<file path="src/rtl/ps2_pkg.sv">
// Shared types and constants for the PS/2 keyboard receiver and key decoder.
package ps2_pkg;

  typedef enum logic [1:0] {
    IDLE,
    DATA,
    PARITY,
    STOP
  } ps2_state_t;

  localparam logic [7:0] PS2_BREAK = 8'hF0;
  localparam logic [7:0] PS2_EXT   = 8'hE0;

  // PS/2 frames use odd parity over the 8 data bits plus the parity bit.
  function automatic logic parity_ok(input logic [7:0] data, input logic par);
    return ^{data, par};
  endfunction

endpackage

</file>
<file path="src/rtl/ps2_line_filter.sv">
// Two-flop synchroniser followed by a stability filter: the output only follows
// the synchronised line after it has held a new level for FILTER_LEN cycles.
module ps2_line_filter #(
  parameter int FILTER_LEN = 8
) (
  input  logic clk,
  input  logic resetN,
  input  logic line_i,
  output logic line_o
);

  localparam int CW = $clog2(FILTER_LEN + 1);

  logic          sync1_q;
  logic          sync2_q;
  logic          filt_q;
  logic [CW-1:0] cnt_q;

  // NOTE: sequential state uses non-blocking assignments so every flop samples
  // the pre-edge value of its neighbours, which is what makes the 2-FF chain work.
  always_ff @(posedge clk or negedge resetN) begin
    if (!resetN) begin
      sync1_q <= 1'b1;
      sync2_q <= 1'b1;
      filt_q  <= 1'b1;
      cnt_q   <= '0;
    end else begin
      sync1_q <= line_i;
      sync2_q <= sync1_q;
      if (sync2_q == filt_q) begin
        cnt_q <= '0;
      end else if (cnt_q == CW'(FILTER_LEN - 1)) begin
        filt_q <= sync2_q;
        cnt_q  <= '0;
      end else begin
        cnt_q <= cnt_q + 1'b1;
      end
    end
  end

  assign line_o = filt_q;

endmodule

</file>
<file path="src/rtl/ps2_key_decoder.sv">
// PS/2 Set-2 receiver: frames bytes off the filtered lines, then tracks the most
// recently pressed key that is still held, handling F0 (break) and E0 (extended).
module ps2_key_decoder
  import ps2_pkg::*;
#(
  parameter int FILTER_LEN     = 8,
  parameter int TIMEOUT_CYCLES = 50000
) (
  input  logic       clk,
  input  logic       resetN,
  input  logic       ps2Clk,
  input  logic       ps2Data,
  output logic [7:0] curPressed,
  output logic       keyValid,
  output logic       frameErr
);

  logic clk_f;
  logic data_f;

  ps2_line_filter #(.FILTER_LEN(FILTER_LEN)) u_clk_filter (
    .clk    (clk),
    .resetN (resetN),
    .line_i (ps2Clk),
    .line_o (clk_f)
  );

  ps2_line_filter #(.FILTER_LEN(FILTER_LEN)) u_data_filter (
    .clk    (clk),
    .resetN (resetN),
    .line_i (ps2Data),
    .line_o (data_f)
  );

  ps2_state_t  state_q, state_d;
  logic        clk_f_prev_q;
  logic [3:0]  bit_cnt_q, bit_cnt_d;
  logic [7:0]  shift_q, shift_d;
  logic        par_q, par_d;
  logic [15:0] idle_cnt_q, idle_cnt_d;
  logic        brk_q, brk_d;
  logic        ext_q, ext_d;
  logic [7:0]  cur_q, cur_d;
  logic        kv_q, kv_d;
  logic        fe_q, fe_d;
  logic        fall;
  logic        timeout;

  assign fall    = clk_f_prev_q & ~clk_f;
  assign timeout = (state_q != IDLE) && !fall && (idle_cnt_q == 16'(TIMEOUT_CYCLES));

  always_ff @(posedge clk or negedge resetN) begin
    if (!resetN) begin
      state_q      <= IDLE;
      clk_f_prev_q <= 1'b1;
      bit_cnt_q    <= '0;
      shift_q      <= '0;
      par_q        <= 1'b0;
      idle_cnt_q   <= '0;
      brk_q        <= 1'b0;
      ext_q        <= 1'b0;
      cur_q        <= '0;
      kv_q         <= 1'b0;
      fe_q         <= 1'b0;
    end else begin
      state_q      <= state_d;
      clk_f_prev_q <= clk_f;
      bit_cnt_q    <= bit_cnt_d;
      shift_q      <= shift_d;
      par_q        <= par_d;
      idle_cnt_q   <= idle_cnt_d;
      brk_q        <= brk_d;
      ext_q        <= ext_d;
      cur_q        <= cur_d;
      kv_q         <= kv_d;
      fe_q         <= fe_d;
    end
  end

  // NOTE: every signal written here gets a default first, so no path can leave
  // one unassigned and infer a latch.
  always_comb begin
    state_d    = state_q;
    bit_cnt_d  = bit_cnt_q;
    shift_d    = shift_q;
    par_d      = par_q;
    brk_d      = brk_q;
    ext_d      = ext_q;
    cur_d      = cur_q;
    kv_d       = 1'b0;
    fe_d       = 1'b0;
    idle_cnt_d = (state_q == IDLE || fall) ? 16'd0 : idle_cnt_q + 16'd1;

    unique case (state_q)
      IDLE: begin
        if (fall && !data_f) begin
          bit_cnt_d = '0;
          state_d   = DATA;
        end
      end
      DATA: begin
        if (fall) begin
          shift_d   = {data_f, shift_q[7:1]};
          bit_cnt_d = bit_cnt_q + 4'd1;
          if (bit_cnt_q == 4'd7) state_d = PARITY;
        end
      end
      PARITY: begin
        if (fall) begin
          par_d   = data_f;
          state_d = STOP;
        end
      end
      STOP: begin
        if (fall) begin
          state_d = IDLE;
          if (data_f && parity_ok(shift_q, par_q)) begin
            if (shift_q == PS2_BREAK) begin
              brk_d = 1'b1;
            end else if (shift_q == PS2_EXT) begin
              ext_d = 1'b1;
            end else begin
              brk_d = 1'b0;
              ext_d = 1'b0;
              // Extended keys are dropped; a release only clears the key it names.
              if (ext_q) begin
                cur_d = cur_q;
              end else if (brk_q) begin
                if (shift_q == cur_q) cur_d = 8'h00;
              end else begin
                cur_d = shift_q;
                kv_d  = 1'b1;
              end
            end
          end else begin
            fe_d  = 1'b1;
            brk_d = 1'b0;
            ext_d = 1'b0;
          end
        end
      end
      default: state_d = IDLE;
    endcase

    if (timeout) begin
      state_d    = IDLE;
      fe_d       = 1'b1;
      brk_d      = 1'b0;
      ext_d      = 1'b0;
      idle_cnt_d = 16'd0;
    end
  end

  assign curPressed = cur_q;
  assign keyValid   = kv_q;
  assign frameErr   = fe_q;

endmodule

</file>
<file path="config.mk">
export PLATFORM = sky130hd
export DESIGN_NAME = ps2_key_decoder
export DESIGN_NICKNAME = d
export VERILOG_FILES = /design/src/rtl/ps2_pkg.sv /design/src/rtl/ps2_line_filter.sv /design/src/rtl/ps2_key_decoder.sv
export SDC_FILE = /design/constraint.sdc
export NUM_CORES = 1
export LEC_CHECK = 0
export BUFFER_PORTS_ARGS = -buffer_cell sky130_fd_sc_hd__buf_2
export CORE_MARGIN = 1.5
export CORE_UTILIZATION = 30
export DETAILED_ROUTE_END_ITERATION = 10
export PLACE_DENSITY = 0.51
export RECOVER_POWER = 100
export SLEW_MARGIN = 25
export SYNTH_ARGS = -nofsm -noshare
export SYNTH_HDL_FRONTEND = slang
export SYNTH_SLANG_ARGS = --single-unit
</file>
<file path="constraint.sdc">
create_clock -name clk -period 2.4 [get_ports clk]
set_clock_uncertainty 0.15 [all_clocks]
set_input_delay 0.48 -clock clk [delete_from_list [all_inputs] [get_ports clk]]
set_output_delay 0.48 -clock clk [all_outputs]
set_load 0.03 [all_outputs]
</file>
==> flow_metrics.py <==
metrics = {
    "outcome": {
        "status": "complete, no violations",
    },
    "finish": {
        "fin_nets": 299,
        "area_growth_pct": 14.2,
        "fill_cells": 974,
        "final_util_pct": 35.6,
        "diodes": 0,
        "drive_gt1_share_pct": 12.4,
        "final_area_sq_um": 3300,
        "layout.cells.non_filler": 419,
    },
    "synth": {
        "ys_types": 43,
        "synth_cells": 265,
        "yosysSeqAreaShare_pct": 50.5,
        "synth_warnings": 0,
        "postSynthAreaPerCell_sq_um": 10.9,
        "synth_edf_count": 0,
        "ys_async_sr_fraction_pct": 100,
        "ys_seq_elements": 58,
        "ys.flop_type": "dfrtp_1",
        "syn-num-nets": 279,
        "syn_area_sq_um": 2890,
    },
    "timing": {
        "post-route-period-util_pct": 89.8,
        "fmaxAchievable_ghz": 0.464,
        "timing_hold_violations_final": 0,
        "whs_ps": 89.8,
        "rsz0062_at_grt": "no",
        "tightest_slew_ps": 1440,
        "setup_viol": 0,
        "fin_tns_setup_ps": 0,
        "slew_headroom_pct": 3.88,
        "finalMaxSlewViolations": 0,
        "period_needed_ps": 2160,
    },
    "grt": {
        "grt_pass1_wl_um": 9040,
        "overflow": 0,
        "track_usage_pct": 11.3,
        "grt_antenna_before_repair": 0,
        "first_global_vias": 1915,
        "grt_max_degree": 35,
    },
    "placement": {
        "dp_hpwl_um": 3550,
        "dpl.cell_count": 403,
        "numPortBuffers": 13,
        "gp_congestion": 0.733,
        "placed_area_sq_um": 3130,
    },
    "critical_path": {
        "crit_chain": "xnor2_1, xnor3_1, xnor2_4, nand4_4, mux2_1",
        "required_ps": 2460,
        "critPathMaxFanout": 8,
        "slowest_delay_ps": 490,
        "crit_arrival_ps": 2220,
        "cp-end-kind": "flop",
        "path_class": "flop to flop",
        "cp.buffers_inverters": 0,
        "crit_family": "XOR/XNOR gates",
        "slowest_stage": "xnor3_1",
        "start_kind": "flop",
    },
    "die": {
        "core_area_sq_um": 9280,
        "initial_core_util_pct": 31.2,
        "die_width_um": 101,
        "ioPinCount": 14,
        "die-area_sq_um": 10200,
        "die_h_um": 101,
        "fp-row-count": 35,
    },
    "worst_hold_path": {
        "hold_path_class": "input port to flop",
    },
    "detailed_routing": {
        "drtPass1Iterations": 4,
        "vias_per_cell": 4.53,
        "drc": 0,
        "wl_um": 5080,
        "antenna_left": 0,
        "vias": 1897,
        "wl_per_cell_um": 12.1,
        "drt_iter0_drc": 58,
    },
    "job": {
        "cap_violations": 0,
    },
    "clock_tree": {
        "clkLatencyLatePin_ps": 340,
        "clock_sinks": 58,
        "root_buffer": "clkbuf_8",
        "cts_buffer_depth": 2,
        "post_cts_buffers": 0,
        "cts_tree": "done",
        "cts.htree.levels": 3,
        "path_clk_slew_ps": 60,
        "cts_made_buffers": 9,
        "cts_resized": 0,
        "cts_hold_buffers": 0,
    },
    "pwr": {
        "leakagePower_nw": 1.44,
        "p_per_area_nw_per_um2": 931,
        "peakVddDrop_v": 0.000311,
    },
}
-- synthesized netlist by cell type (all sizes together) (7+ instances only) --
cell type	number	area [sq um]
dfrtp	51	1280
nor2	26	97.6
xnor2	22	219
mux2	17	221
nand2	17	63.8
nor2b	12	75.1
o21ai	12	60.1
a21oi	11	55.1
nand3	11	55.1
ha	10	125
nor3	9	45.0
inv	8	30.0
nand4	8	65.1
dfstp	7	184
-- state kept, by name (all words and copies together), names as in the netlist, 2 cells and up --
name	count
idle_cnt_q	16
curPressed	8
shift_q	8
bit_cnt_q	4
u_clk_filter.cnt_q	4
u_data_filter.cnt_q	4
state_q	2
-- where the power goes --
part	internal (mW)	switching (mW)	total, mW	leakage, nW
Sequential	1.14	0.152	1.29	0.763
Combinational	0.327	0.453	0.780	0.571
Clock	0.616	0.393	1.01	0.107
-- path summary, 6_finish.rpt --
path                                 startpoint               endpoint  slack [ps]  cells past startpoint
max reg2reg                          shift_q[0]          curPressed[0]         240                      5
max in group asynchronous                resetN  u_data_filter.sync2_q         880                      2
max                                  shift_q[0]          curPressed[0]         240                      5
min reg2reg                u_clk_filter.sync1_q   u_clk_filter.sync2_q         200                      0
min in group asynchronous                resetN          curPressed[2]         310                      1
min                                     ps2Data  u_data_filter.sync1_q          90                      1
-- worst register-to-register path, cell delays in order (launching register included) --
cell,delay (ps)
dfrtp_1,430
xnor2_1,170
xnor3_1,490
xnor2_4,220
nand4_4,210
mux2_1,370
-- per-stage QoR --
step | power (mW) | setup slack [ps]
after floorplan | 1.89 | 340
after global placement | 2.09 | 265
after detailed placement | 2.10 | 222
after CTS | 3.13 | 218
after global routing | 3.30 | 114
final | 3.08 | 244
-- layout make-up --
cell class | count | area (sq um) | share of cell area (%)
tap | 129 | 161 | 4.88
multi-input combinational | 192 | 1350 | 40.8
sequential | 58 | 1460 | 44.2
inverter | 8 | 30.0 | 0.909
clock buffer | 12 | 145 | 4.39
timing repair buffer | 16 | 82.6 | 2.50
clock inverter | 4 | 76.3 | 2.31
-- cell usage in the layout, fill, tap and decap left out, types with 5 or more instances in the layout --
cell type,instances
nor2_1,26
xnor2_1,20
mux2_1,7
clkbuf_8,10
nand4_1,7
dfrtp_1,51
ha_1,10
inv_1,8
o21ai_0,12
clkbuf_1,14
nand3_1,11
xor2_1,6
a21oi_1,11
dfstp_2,5
nor3_1,9
nand2_1,17
nor2b_1,12
mux2_2,9
-- kinds of logic (layout without fill, tap and decap cells) --
group	Yosys count	in the layout	synth area share (%)
compound gates	33	33	6.49
xor+xnor	29	29	10.2
fa+ha+maj	10	10	4.32
buf+inv	15	40	1.99
flops	58	58	50.5
mux	18	18	8.00
simple gates	102	102	18.5
-- layer usage --
layer	vias up	global-route usage, %	wire [um]
met3	11	2.69	137
li1	957	-	-
met2	21	17.0	2220
met5	-	0	0
met1	908	15.1	2610
met4	0	6.09	121
No activity file was read; power rests on OpenSTA's default activity.
